<file path="src/rtl/rc4_ksa_engine_if.sv">
// RC4 KSA engine bus: control handshake plus the shared S RAM port.
// The master side is the KSA engine, which drives the S RAM while it owns the mux.
interface rc4_ksa_engine_if #(
    parameter int KEY_BYTES = 3
);
    logic                   start_sig;
    logic [8*KEY_BYTES-1:0] secret_key;
    logic                   abort;
    logic [7:0]             q_data;
    logic [7:0]             address;
    logic [7:0]             data;
    logic                   wen;
    logic                   ksa_mem_handler;
    logic                   finish;

    modport master (
        input  start_sig,
        input  secret_key,
        input  abort,
        input  q_data,
        output address,
        output data,
        output wen,
        output ksa_mem_handler,
        output finish
    );

    modport slave (
        output start_sig,
        output secret_key,
        output abort,
        output q_data,
        input  address,
        input  data,
        input  wen,
        input  ksa_mem_handler,
        input  finish
    );
endinterface

</file>
<file path="src/rtl/rc4_ksa_engine.sv">
// RC4 key-scheduling engine: fills S[i]=i, then runs the KSA swap loop over
// the shared S RAM. RAM reads take two cycles (address in SETUP, held in
// READ, data captured in SAMPLE). Outputs decode state and datapath registers.
module rc4_ksa_engine #(
    parameter int KEY_BYTES = 3
) (
    input  logic                clk,
    input  logic                reset,
    rc4_ksa_engine_if.master    bus
);
    localparam int KW = (KEY_BYTES > 1) ? $clog2(KEY_BYTES) : 1;
    localparam logic [KW-1:0] KIDX_LAST = KW'(KEY_BYTES - 1);

    typedef enum logic [3:0] {
        ST_IDLE     = 4'd0,
        ST_INIT     = 4'd1,
        ST_SETUP_I  = 4'd2,
        ST_READ_I   = 4'd3,
        ST_SAMPLE_I = 4'd4,
        ST_ADD_J    = 4'd5,
        ST_SETUP_J  = 4'd6,
        ST_READ_J   = 4'd7,
        ST_SAMPLE_J = 4'd8,
        ST_WRITE_I  = 4'd9,
        ST_WRITE_J  = 4'd10,
        ST_NEXT     = 4'd11,
        ST_DONE     = 4'd12
    } state_e;

    state_e                 state_q, state_d;
    logic [7:0]             i_q, i_d;
    logic [7:0]             j_q, j_d;
    logic [KW-1:0]          key_idx_q, key_idx_d;
    logic [7:0]             temp_i_q, temp_i_d;
    logic [7:0]             temp_j_q, temp_j_d;
    logic [8*KEY_BYTES-1:0] key_q, key_d;

    // Key byte 0 is the most significant byte of the latched key.
    function automatic logic [7:0] key_byte(input logic [8*KEY_BYTES-1:0] key,
                                            input logic [KW-1:0] idx);
        logic [8*KEY_BYTES-1:0] sh;
        sh = key >> (8 * (KEY_BYTES - 1 - int'(idx)));
        return sh[7:0];
    endfunction

    // State and datapath registers with asynchronous reset.
    always_ff @(posedge clk or posedge reset) begin
        if (reset) begin
            state_q   <= ST_IDLE;
            i_q       <= 8'd0;
            j_q       <= 8'd0;
            key_idx_q <= '0;
            temp_i_q  <= 8'd0;
            temp_j_q  <= 8'd0;
            key_q     <= '0;
        end else begin
            state_q   <= state_d;
            i_q       <= i_d;
            j_q       <= j_d;
            key_idx_q <= key_idx_d;
            temp_i_q  <= temp_i_d;
            temp_j_q  <= temp_j_d;
            key_q     <= key_d;
        end
    end

    // Next-state and datapath update; abort overrides any active state.
    always_comb begin
        state_d   = state_q;
        i_d       = i_q;
        j_d       = j_q;
        key_idx_d = key_idx_q;
        temp_i_d  = temp_i_q;
        temp_j_d  = temp_j_q;
        key_d     = key_q;
        case (state_q)
            ST_IDLE: begin
                if (bus.start_sig) begin
                    key_d     = bus.secret_key;
                    i_d       = 8'd0;
                    j_d       = 8'd0;
                    key_idx_d = '0;
                    state_d   = ST_INIT;
                end else begin
                    state_d   = ST_IDLE;
                end
            end
            ST_INIT: begin
                i_d = i_q + 8'd1;
                if (i_q == 8'd255) begin
                    state_d = ST_SETUP_I;
                end else begin
                    state_d = ST_INIT;
                end
            end
            ST_SETUP_I:  state_d = ST_READ_I;
            ST_READ_I:   state_d = ST_SAMPLE_I;
            ST_SAMPLE_I: begin
                temp_i_d = bus.q_data;
                state_d  = ST_ADD_J;
            end
            ST_ADD_J: begin
                j_d     = j_q + temp_i_q + key_byte(key_q, key_idx_q);
                state_d = ST_SETUP_J;
            end
            ST_SETUP_J:  state_d = ST_READ_J;
            ST_READ_J:   state_d = ST_SAMPLE_J;
            ST_SAMPLE_J: begin
                temp_j_d = bus.q_data;
                state_d  = ST_WRITE_I;
            end
            ST_WRITE_I:  state_d = ST_WRITE_J;
            ST_WRITE_J:  state_d = ST_NEXT;
            ST_NEXT: begin
                if (i_q == 8'd255) begin
                    state_d = ST_DONE;
                end else begin
                    i_d       = i_q + 8'd1;
                    key_idx_d = (key_idx_q == KIDX_LAST) ? '0 : key_idx_q + KW'(1);
                    state_d   = ST_SETUP_I;
                end
            end
            ST_DONE: begin
                if (bus.start_sig) begin
                    state_d = ST_DONE;
                end else begin
                    state_d = ST_IDLE;
                end
            end
            default: state_d = ST_IDLE;
        endcase
        if (bus.abort && (state_q != ST_IDLE) && (state_q != ST_DONE)) begin
            state_d = ST_IDLE;
        end else begin
            state_d = state_d;
        end
    end

    // Output decode: RAM port and status flags from state and datapath.
    always_comb begin
        bus.address         = 8'd0;
        bus.data            = 8'd0;
        bus.wen             = 1'b0;
        bus.ksa_mem_handler = 1'b0;
        bus.finish          = 1'b0;
        case (state_q)
            ST_IDLE: begin
                bus.ksa_mem_handler = 1'b0;
            end
            ST_INIT: begin
                bus.ksa_mem_handler = 1'b1;
                bus.wen             = 1'b1;
                bus.address         = i_q;
                bus.data            = i_q;
            end
            ST_SETUP_I, ST_READ_I, ST_SAMPLE_I, ST_NEXT: begin
                bus.ksa_mem_handler = 1'b1;
                bus.address         = i_q;
            end
            ST_ADD_J: begin
                bus.ksa_mem_handler = 1'b1;
            end
            ST_SETUP_J, ST_READ_J, ST_SAMPLE_J: begin
                bus.ksa_mem_handler = 1'b1;
                bus.address         = j_q;
            end
            ST_WRITE_I: begin
                bus.ksa_mem_handler = 1'b1;
                bus.wen             = 1'b1;
                bus.address         = i_q;
                bus.data            = temp_j_q;
            end
            ST_WRITE_J: begin
                bus.ksa_mem_handler = 1'b1;
                bus.wen             = 1'b1;
                bus.address         = j_q;
                bus.data            = temp_i_q;
            end
            ST_DONE: begin
                bus.finish = 1'b1;
            end
            default: begin
                bus.finish = 1'b0;
            end
        endcase
    end
endmodule
</file>
<file path="src/flat_wrapper.sv">
// flat-port wrapper written by rule: the top's interface ports become plain ports
module rc4_ksa_engine_flat 
#(
    parameter int KEY_BYTES = 3
)
  (clk, reset, bus_start_sig, bus_secret_key, bus_abort, bus_q_data, bus_address, bus_data, bus_wen, bus_ksa_mem_handler, bus_finish);
  rc4_ksa_engine_if #(.KEY_BYTES(KEY_BYTES)) bus_i ();
  input  logic clk;
  input  logic reset;
  input wire logic [$bits(bus_i.start_sig)-1:0] bus_start_sig;
  input wire logic [$bits(bus_i.secret_key)-1:0] bus_secret_key;
  input wire logic [$bits(bus_i.abort)-1:0] bus_abort;
  input wire logic [$bits(bus_i.q_data)-1:0] bus_q_data;
  output wire logic [$bits(bus_i.address)-1:0] bus_address;
  output wire logic [$bits(bus_i.data)-1:0] bus_data;
  output wire logic [$bits(bus_i.wen)-1:0] bus_wen;
  output wire logic [$bits(bus_i.ksa_mem_handler)-1:0] bus_ksa_mem_handler;
  output wire logic [$bits(bus_i.finish)-1:0] bus_finish;
  assign bus_i.start_sig = bus_start_sig;
  assign bus_i.secret_key = bus_secret_key;
  assign bus_i.abort = bus_abort;
  assign bus_i.q_data = bus_q_data;
  assign bus_address = bus_i.address;
  assign bus_data = bus_i.data;
  assign bus_wen = bus_i.wen;
  assign bus_ksa_mem_handler = bus_i.ksa_mem_handler;
  assign bus_finish = bus_i.finish;
  rc4_ksa_engine #(.KEY_BYTES(KEY_BYTES)) u_core (.clk(clk), .reset(reset), .bus(bus_i));
endmodule
</file>
<file path="config.mk">
export PLATFORM = sky130hd
export DESIGN_NAME = rc4_ksa_engine_flat
export DESIGN_NICKNAME = d
export VERILOG_FILES = /design/src/rtl/rc4_ksa_engine_if.sv /design/src/rtl/rc4_ksa_engine.sv /design/src/flat_wrapper.sv
export SDC_FILE = /design/constraint.sdc
export NUM_CORES = 1
export LEC_CHECK = 0
export ABC_AREA = 1
export CAP_MARGIN = 20
export CORE_MARGIN = 1.5
export CORE_UTILIZATION = 40
export CTS_CLUSTER_DIAMETER = 150
export DETAILED_ROUTE_END_ITERATION = 8
export GPL_ROUTABILITY_DRIVEN = 0
export MAX_ROUTING_LAYER = met4
export PLACE_DENSITY = 0.66
export SYNTH_ARGS = -nofsm -noshare
export SYNTH_HDL_FRONTEND = slang
export SYNTH_SLANG_ARGS = --single-unit
</file>
<file path="constraint.sdc">
create_clock -name clk -period 5.6 [get_ports clk]
set_input_delay 1.12 -clock clk [delete_from_list [all_inputs] [get_ports clk]]
set_output_delay 1.12 -clock clk [all_outputs]
set_load 0.01 [all_outputs]
</file>
==> results.ini, run 1 <==
[setup_path]
startpoint_type = flop
worstPathArrival_ns = 2.52
crit_path_frequent_cell = inv_1
cp_max_fo = 8
slowest_delay_ns = 0.58
required_ns = 4.48
critical_path.cell_chain = inv_1 > nand2_2 > nor2_1 > inv_1 > o221ai_1 > clkdlybuf4s50_1
endpoint_kind = output pin
worst-setup-path-type = flop to output pin
critPathSlowestCell = clkdlybuf4s50_1

[run_status]
violations = DRC
status = finished, violations left

[timing]
relSlewSlack = 0.463
finClkSkew_ns = 0.00649
period_share = 0.650
tns_ns = 0
fin_crit_ns = 3.64
tightestPinTransition_ns = 0.806
setup_viol = 0
timing.fmax_ghz = 0.275
maxSlewViolCount = 0
setup_slack_ns = 1.96
rsz0062_at_grt = no
finalHoldViolCount = 0

[cts]
clk_latency_ns = 0.34
h-tree-depth = 3
cts_root_buffer = clkbuf_8
postCtsHoldBufs = 0
numCtsBuffers = 9
cts_tree = yes
cts_resized = 0
cts_buffer_depth = 2
path_clk_slew_ns = 0.07
clock_sinks = 62
postCtsSetupBuffers = 0

[synthesis]
yosysWarningCount = 0
synthesis.area_um2 = 3690
syn_nets = 541
synth_top_area_cell = dfrtp_1
yosysTopAreaCellShare = 0.421
synth-seq-cells = 62
synth_cell_types = 34
synth_area_per_cell_um2 = 7.57
seq_area_frac_synth = 0.421
ys_top_cells_by_area = dfrtp_1 42%, nand2_1 18%, inv_1 6.5%
synthCells = 487

[routing]
ant_nets = 0
drcViolationCount = 2
wl_per_cell_um = 13.0
drt-pass1-iter-count = 6
met3_length_um = 337
routed_wirelength_um = 8530
vias = 3251
wl_met1_um = 4000
drt_iter0_drc = 198
highest_layer = met4
dr_wl_met2_um = 4030
routed_via_density = 4.96

[global_routing]
grt_pass1_wl_um = 14700
antenna_found_initial = 0
track_usage = 0.197
grt_max_degree = 63
grt-ovfl-total = 0
grt_pass1_vias = 3143

[die]
rows = 34
start_util = 0.419
ios = 55
die_area_um2 = 9800
coreArea_um2 = 8810
die_h_um = 99.0
fp.dieW_um = 99.0

[cells_and_area]
antenna_cells = 0
final_core_util = 0.516
drive_above_1_share = 0.0693
layout_common_cells = 176 x nand2_1, 63 x inv_1, 62 x dfrtp_1
final_common_cell = nand2_1
num-nets-final = 597
areaGrowthSynthToFinish_pct = 23.1
fillers = 844

[placement]
pre_cts_slack_ns = 2.00
port_buffers = 54
dp_hpwl_um = 6430

[min_path]
hp-class = flop to flop

[pwr]
total_power_mw = 1.85
power_per_cell_area_nw_per_um2 = 406
ir_drop_mv = 0.165
p_leak_nw = 2.25

[flow_run]
cap_violations = 0

[per-layer routing]
metal	track usage	up-vias
li1	-	1667
met1	0.253	1506
met2	0.311	67
met3	0.0333	11
met4	0.0769	0
met5	-	-
[critical path: cells and delay by family (launching register included)]
family / cells / cell delay [ns]
DFF: 1 / 0.44
buffers and inverters: 3 / 0.87
AOI/OAI and AO/OA: 1 / 0.23
and+or+nand+nor: 2 / 0.63
[path summary, 6_finish.rpt]
| path | from | endpoint | slack (ns) | cells past startpoint |
|---|---|---|---|---|
| max | u_core.state_q[2] | bus_data[7] | 1.96 | 6 |
| min | u_core.key_q[8] | u_core.key_q[8] | 0.48 | 2 |
| max reg2reg | u_core.key_idx_q[0] | u_core.j_q[7] | 2.00 | 16 |
| min reg2reg | u_core.key_q[8] | u_core.key_q[8] | 0.48 | 2 |
| max in group asynchronous | reset | u_core.temp_i_q[7] | 3.73 | 3 |
| min in group asynchronous | reset | u_core.key_q[7] | 1.30 | 3 |
[power by group]
part	internal (mW)	switching, mW	total [mW]	leakage [nW]
clock network	0.250	0.186	0.435	0.106
registers	0.556	0.0698	0.625	0.737
logic	0.321	0.464	0.784	1.40
[flip-flops by register name, summed over array words and instances, names as in the netlist]
register	flops
u_core.key_q	24
u_core.i_q	8
u_core.j_q	8
u_core.key_idx_q	2
u_core.temp_i_q	8
u_core.state_q	4
u_core.temp_j_q	8
[cell usage after synthesis]
cell / count
nor3_1: 4
fa_1: 8
o21ai_2: 1
or2_1: 1
inv_2: 4
xor2_1: 3
o221ai_1: 1
a21oi_1: 18
nand2_1: 176
a31oi_1: 1
o21bai_1: 2
nor2_1: 14
o2111ai_1: 2
dfrtp_1: 62
nand4_4: 1
inv_1: 64
xnor2_1: 1
nand3_1: 24
buf_1: 2
o22ai_1: 3
nand2_2: 5
nand3b_4: 1
ha_1: 10
nand4_1: 1
a21o_1: 1
o2111ai_2: 1
nor2_4: 5
a21boi_0: 1
buf_2: 5
o21ai_1: 16
clkbuf_1: 3
o211ai_1: 5
o21ai_0: 38
nor2_2: 3
[kinds of logic (layout without fill, tap and decap cells)]
| group | after synthesis | in the layout | synth area share |
|---|---|---|---|
| and+or+nand+nor | 235 | 235 | 0.275 |
| buffers and inverters | 78 | 139 | 0.0811 |
| adders and majority gates | 18 | 18 | 0.0774 |
| DFF | 62 | 62 | 0.421 |
| xor gates and xnor gates | 4 | 4 | 0.00950 |
| AOI/OAI and AO/OA | 90 | 90 | 0.136 |
[area by class of cell]
cell class	instances	area [um2]	share of cell area
Sequential cell	62	1550	0.342
Tap cell	108	135	0.0298
Inverter	68	255	0.0562
Multi-Input combinational cell	347	1840	0.405
Clock buffer	10	128	0.0281
Clock inverter	6	86.3	0.0190
Timing Repair Buffer	55	548	0.121
[per-stage QoR]
step | cells | instance area [um2] | hold WS, ns
detailed placement | 640 | 4330 | 0.462
floorplan | 487 | 3690 | 0.437
global placement | 640 | 4330 | 0.458
global route | 656 | 4540 | 0.494
finish | 656 | 4540 | 0.476
CTS | 656 | 4540 | 0.479
(Power assumes the default switching activity.)
==> run 2: changes to the inputs <==
--- a/config.mk
+++ b/config.mk
@@ -13,7 +13,7 @@
 export DETAILED_ROUTE_END_ITERATION = 8
 export GPL_ROUTABILITY_DRIVEN = 0
 export MAX_ROUTING_LAYER = met4
-export PLACE_DENSITY = 0.66
+export PLACE_DENSITY = 0.68
 export SYNTH_ARGS = -nofsm -noshare
 export SYNTH_HDL_FRONTEND = slang
 export SYNTH_SLANG_ARGS = --single-unit
==> constraint.sdc (replaced) <==
create_clock -name clk -period 3.25 [get_ports clk]
set_input_delay 0.65 -clock clk [delete_from_list [all_inputs] [get_ports clk]]
set_output_delay 0.65 -clock clk [all_outputs]
set_load 0.01 [all_outputs]
==> run 2 against run 1 <==
- the run now ends clean
- sequential share of layout area fell by 0.95 points
- via count rose by 2.5%
- register-to-register slack got worse by 1.8 ns
- non-clock buffer count rose by 8
- setup slack got worse by 1.7 ns
- sequential power rose by 73%
- die area did not move
- first-iteration DRC count fell by 13%
- wire length rose by 4.0%
==> results.ini, run 2 (synthesized netlist as in run 1, its figures left out) <==
[setup_path]
setup.worst_path.start = u_core.key_idx_q[0]  ; was u_core.state_q[2]
reg2reg_depth = 17  ; was 16
worstPathArrival_ns = 3.27  ; was 2.52 ns
r2r_start = u_core.key_idx_q[0]  ; unchanged
r2r_end = u_core.j_q[7]  ; unchanged
rrSetupSlack_ns = 0.21  ; was 2.00 ns
required_ns = 3.48  ; was 4.48 ns
startpoint_type = flop  ; unchanged
worst-setup-path-type = flop to flop  ; was flop to output pin
cp_max_fo = 5  ; was 8
endpoint_kind = flop  ; was output pin

[die]
die_h_um = 99.0  ; unchanged
rows = 34  ; unchanged
die_area_um2 = 9800  ; unchanged
ios = 55  ; unchanged
fp.dieW_um = 99.0  ; unchanged
start_util = 0.419  ; unchanged
coreArea_um2 = 8810  ; unchanged

[cts]
h-tree-depth = 3  ; unchanged
clock_sinks = 62  ; unchanged
postCtsHoldBufs = 0  ; unchanged
cts_root_buffer = clkbuf_8  ; unchanged
path_clk_slew_ns = 0.08  ; was 0.07 ns
cts_buffer_depth = 2  ; unchanged
cts_tree = yes  ; unchanged
clk_latency_ns = 0.34  ; about the same
numCtsBuffers = 9  ; unchanged

[routing]
routed_via_density = 5.01  ; was 4.96
wl_per_cell_um = 13.3  ; was 13.0 um
drt-pass1-iter-count = 4  ; was 6
ant_nets = 0  ; unchanged
routed_wirelength_um = 8870  ; was 8530 um
drcViolationCount = 0  ; was 2
drt_iter0_drc = 172  ; was 198
vias = 3331  ; was 3251

[placement]
port_buffers = 54  ; unchanged
pre_cts_slack_ns = 0.151  ; was 2.00 ns
dp_hpwl_um = 6790  ; was 6430 um

[timing]
period_share = 0.935
setup_slack_ns = 0.212  ; was 1.96 ns
timing.fmax_ghz = 0.329
finalHoldViolCount = 0  ; unchanged
setup_viol = 0  ; unchanged
tightestPinTransition_ns = 0.686  ; was 0.806 ns
finClkSkew_ns = 0.00971  ; was 0.00649 ns
fin_crit_ns = 3.04
relSlewSlack = 0.542  ; was 0.463
maxSlewViolCount = 0  ; unchanged
tns_ns = 0  ; unchanged

[pwr]
p_leak_nw = 2.30  ; was 2.25 nW
total_power_mw = 3.25  ; was 1.85 mW
ir_drop_mv = 0.288  ; was 0.165 mV
power_per_cell_area_nw_per_um2 = 696  ; was 406 nW/um2

[cells_and_area]
antenna_cells = 0  ; unchanged
largest_register_ff_count = 24  ; unchanged
num-nets-final = 606  ; was 597
areaGrowthSynthToFinish_pct = 26.7  ; was 23.1%
final_common_cell = nand2_1  ; unchanged
layout_common_cells = 176 x nand2_1, 62 x inv_1, 62 x dfrtp_1  ; was 176 x nand2_1, 63 x inv_1, 62 x dfrtp_1
drive_above_1_share = 0.0969  ; was 0.0693
regMostFlops = u_core.key_q  ; unchanged

[global_routing]
grt-ovfl-total = 0  ; unchanged
grt_max_degree = 33  ; was 63
grt_pass1_vias = 3363  ; was 3143
antenna_found_initial = 0  ; unchanged
track_usage = 0.201  ; was 0.197
grt_pass1_wl_um = 15200  ; was 14700 um

[min_path]
hp-class = flop to flop  ; unchanged
holdPathEnd = u_core.key_q[12]  ; was u_core.key_q[8]
worstHoldStart = u_core.key_q[12]  ; was u_core.key_q[8]
min_delay_path_depth = 2  ; unchanged

[flow_run]
cap_violations = 0  ; unchanged

[run_status]
status = completed  ; was finished, violations left

run 2: metal layers:
| layer | track usage | share of wire |
|---|---|---|
| met5 | - | 0 |
| met4 | 0.0637 | 0.014 |
| met3 | 0.0319 | 0.029 |
| met2 | 0.331 | 0.50 |
| met1 | 0.254 | 0.46 |
run 2: layout make-up:
class	count	area (um2)
fill	838	4140
tap	108	135
multi-input combinational	347	1880
clock buffer	10	138
inverter	68	259
timing repair buffer	63	621
sequential	62	1550
timing repair inverter	1	5.00
clock inverter	6	85.1
run 2: how the worst max path moves through the flow:
stage,end,slack [ns],cells past startpoint
final,u_core.j_q[7],0.21,17
after global placement,u_core.j_q[7],0.24,16
after floorplan,u_core.j_q[7],0.05,16
after global routing,u_core.j_q[7],-0.03,17
after detailed placement,u_core.j_q[7],0.15,16
after CTS,u_core.j_q[7],0.13,16
run 2: metrics by stage:
| stage | instances | utilization | cell area (um2) | hold WS [ns] |
|---|---|---|---|---|
| final | 665 | 0.530 | 4670 | 0.472 |
| after CTS | 660 | 0.521 | 4590 | 0.477 |
| after floorplan | 487 | - | 3690 | 0.437 |
| after global placement | 644 | 0.496 | 4370 | 0.460 |
| after detailed placement | 644 | 0.496 | 4370 | 0.458 |
| after global routing | 665 | 0.530 | 4670 | 0.491 |
run 2: timing repair:
action                                  4_1_cts  5_1_grt
endpoints found under the setup margin        0        3
resized for setup                             0        8
buffers inserted                              0        4
run 2: power breakdown:
group / internal (mW) / switching (mW) / leakage, nW
Sequential: 0.957 / 0.123 / 0.737
Combinational: 0.581 / 0.823 / 1.46
Clock: 0.450 / 0.315 / 0.108
run 2: critical path, cell delays in order, from the launching register on:
cell,delay (ns)
dfrtp_1,0.41
inv_1,0.11
ha_4,0.31
clkinvlp_4,0.14
buf_4,0.17
a21oi_1,0.09
o21ai_0,0.10
a21oi_1,0.19
fa_1,0.46
ha_1,0.36
nand2_1,0.12
inv_1,0.04
nand2_1,0.06
nand2_1,0.06
nor2_2,0.09
nand3_1,0.08
nand3_1,0.09
nand2_1,0.05
==> run 3: changes to the inputs <==
--- a/config.mk
+++ b/config.mk
@@ -12,6 +12,7 @@
 export CTS_CLUSTER_DIAMETER = 150
 export DETAILED_ROUTE_END_ITERATION = 8
 export GPL_ROUTABILITY_DRIVEN = 0
+export GPL_TIMING_DRIVEN = 0
 export MAX_ROUTING_LAYER = met4
 export PLACE_DENSITY = 0.68
 export SYNTH_ARGS = -nofsm -noshare
==> constraint.sdc (replaced) <==
create_clock -name clk -period 2.6 [get_ports clk]
set_input_delay 0.52 -clock clk [delete_from_list [all_inputs] [get_ports clk]]
set_output_delay 0.52 -clock clk [all_outputs]
set_load 0.01 [all_outputs]
==> run 3 against run 2 <==
- the flow now finishes with violations (DRC, setup timing)
- clock skew shrank 0.00069 ns
- global-route usage up 0.88 points
- register-to-register slack got worse by 0.47 ns
- cell count up 3.2%
- die area stayed put
- largest cell class unchanged
==> results.ini, run 3 (synthesized netlist as in run 1, its figures left out) <==
[cts]
numCtsBuffers = 9  ; unchanged
cts_root_buffer = clkbuf_8  ; unchanged
postCtsHoldBufs = 0  ; unchanged
path_clk_slew_ns = 0.07  ; was 0.08 ns
clock_sinks = 62  ; unchanged
cts_buffer_depth = 2  ; unchanged
cts_tree = yes  ; unchanged
h-tree-depth = 3  ; unchanged
clk_latency_ns = 0.35  ; was 0.34 ns

[global_routing]
track_usage = 0.209  ; was 0.201
grt_max_degree = 34  ; was 33
grt-ovfl-total = 0  ; unchanged
grt_pass1_vias = 3387  ; was 3363
grt_pass1_wl_um = 15600  ; was 15200 um
antenna_found_initial = 0  ; unchanged

[min_path]
min_delay_path_depth = 2  ; unchanged
hp-class = flop to flop  ; unchanged

[timing]
tightestPinTransition_ns = 0.694  ; was 0.686 ns
setup_viol = 6  ; was 0
timing.fmax_ghz = 0.350  ; was 0.329 GHz
rsz0062_at_grt = yes
finalHoldViolCount = 0  ; unchanged
finClkSkew_ns = 0.00903  ; was 0.00971 ns
relSlewSlack = 0.537  ; was 0.542
period_share = 1.10  ; was 0.935
fin_crit_ns = 2.86  ; was 3.04 ns
maxSlewViolCount = 0  ; unchanged
setup_slack_ns = -0.259  ; was 0.212 ns

[cells_and_area]
drive_above_1_share = 0.194  ; was 0.0969
final_cells = 686  ; was 665
antenna_cells = 0  ; unchanged
final_area_um2 = 5000  ; was 4670 um2
largest_register_ff_count = 24  ; unchanged
final_core_util = 0.568  ; was 0.530
regMostFlops = u_core.key_q  ; unchanged
fillers = 797  ; was 838
layout_common_cells = 170 x nand2_1, 59 x dfrtp_1, 55 x inv_1  ; was 176 x nand2_1, 62 x inv_1, 62 x dfrtp_1
areaGrowthSynthToFinish_pct = 35.6  ; was 26.7%
final_common_cell = nand2_1  ; unchanged
num-nets-final = 627  ; was 606

[die]
fp.dieW_um = 99.0  ; unchanged
rows = 34  ; unchanged
coreArea_um2 = 8810  ; unchanged
die_area_um2 = 9800  ; unchanged
start_util = 0.419  ; unchanged
ios = 55  ; unchanged
die_h_um = 99.0  ; unchanged

[placement]
placed_cells = 650  ; was 644
place_area_um2 = 4470  ; was 4370 um2
port_buffers = 54  ; unchanged
dp_hpwl_um = 7040  ; was 6790 um

[setup_path]
endpoint_kind = flop  ; unchanged
cp_max_fo = 7  ; was 5
required_ns = 2.83  ; was 3.48 ns
worst-setup-path-type = flop to flop  ; unchanged
worstPathArrival_ns = 3.09  ; was 3.27 ns
startpoint_type = flop  ; unchanged
reg2reg_depth = 15  ; was 17

[routing]
routed_via_density = 5.12  ; was 5.01
routed_wirelength_um = 9640  ; was 8870 um
ant_nets = 0  ; unchanged
met3_length_um = 379  ; was 253 um
wl_met1_um = 4430  ; was 4090 um
wl_per_cell_um = 14.0  ; was 13.3 um
highest_layer = met4  ; unchanged
drt_iter0_drc = 195  ; was 172
drcViolationCount = 1  ; was 0
drt-pass1-iter-count = 7  ; was 4
vias = 3513  ; was 3331
dr_wl_met2_um = 4650  ; was 4400 um

[flow_run]
cap_violations = 0  ; unchanged

[pwr]
clockPowerShare = 0.211  ; was 0.235
pwr-share-comb = 0.486  ; was 0.432
p_leak_nw = 2.50  ; was 2.30 nW
pwr-share-seq = 0.303  ; was 0.333
ir_drop_mv = 0.422  ; was 0.288 mV
switchingPower_mw = 1.75  ; was 1.26 mW
p_int_mw = 2.74  ; was 1.99 mW
power_per_cell_area_nw_per_um2 = 898  ; was 696 nW/um2
p_sw_frac = 0.390  ; was 0.388

[run_status]
violations = DRC, setup timing
status = finished, violations left  ; was completed

## run 3: cell count changes in the layout (fill, tap and decap cells not counted), sizes merged
cell	delta
buf	+20
clkbuf	+7
clkdlybuf4s50	-14
clkinvlp	-4
dlygate4sd2	+11
inv	+1
## run 3: worst max-delay path: stages (launching register included)
cell and delay, ns:
dfrtp_1 0.37, inv_2 0.06, buf_8 0.12, ha_4 0.28, inv_6 0.05, buf_8 0.13, nand3_2 0.06, a21oi_2 0.06
fa_1 0.50, ha_2 0.18, inv_2 0.05, fa_2 0.41, o21bai_1 0.22, a21oi_1 0.09, o21ai_1 0.08, o21ai_1 0.08
## run 3: power groups by stage
stage	sequential [mW]	clock [mW]	combinational, mW
2_1_floorplan	1.32	0	1.33
3_3_place_gp	1.36	0	1.77
3_5_place_dp	1.36	0	1.83
4_1_cts	1.35	0.960	1.95
5_1_grt	1.39	1.01	2.43
6_report	1.36	0.945	2.18
## run 3: worst paths after layout
check	start	to	slack [ns]
worst max-delay path	u_core.key_idx_q[0]	u_core.j_q[5]	-0.26
worst min-delay path	u_core.key_q[10]	u_core.key_q[10]	0.47
worst max register to register	u_core.key_idx_q[0]	u_core.j_q[5]	-0.26
worst min register to register	u_core.key_q[10]	u_core.key_q[10]	0.47
max in group asynchronous	reset	u_core.state_q[2]	1.38
min in group asynchronous	reset	u_core.key_q[7]	0.60
## run 3: final cells by class
cell class / instances / area (um2) / share of cell area
Multi-Input combinational cell: 347 / 2050 / 0.409
Sequential cell: 62 / 1560 / 0.311
Timing Repair Buffer: 76 / 723 / 0.145
Inverter: 68 / 260 / 0.0521
Clock buffer: 12 / 145 / 0.0290
Tap cell: 108 / 135 / 0.0270
Clock inverter: 4 / 70.1 / 0.0140
Buffer: 9 / 63.8 / 0.0128
## run 3: metal layers
metal,up-vias,GRT usage
met5,-,-
met4,0,0.0626
met3,18,0.0454
met2,75,0.328
met1,1695,0.274
li1,1725,-
## run 3: through the flow
stage | hold slack, ns | setup slack, ns | TNS, ns | total power, mW
finish | 0.473 | -0.259 | -1.07 | 4.49
CTS | 0.475 | -0.232 | -0.938 | 4.26
global placement | 0.456 | -0.631 | -40.74 | 3.12
floorplan | 0.437 | -0.134 | -0.371 | 2.65
global route | 0.491 | -0.371 | -2.22 | 4.83
detailed placement | 0.458 | -0.420 | -2.05 | 3.19
## run 3: what timing repair did
action | in CTS | in global routing
pin swaps | 13 | 28
cloned | 0 | 1
resized for setup | 39 | 31
buffers inserted | 10 | 10
endpoints found under the setup margin | 23 | 19
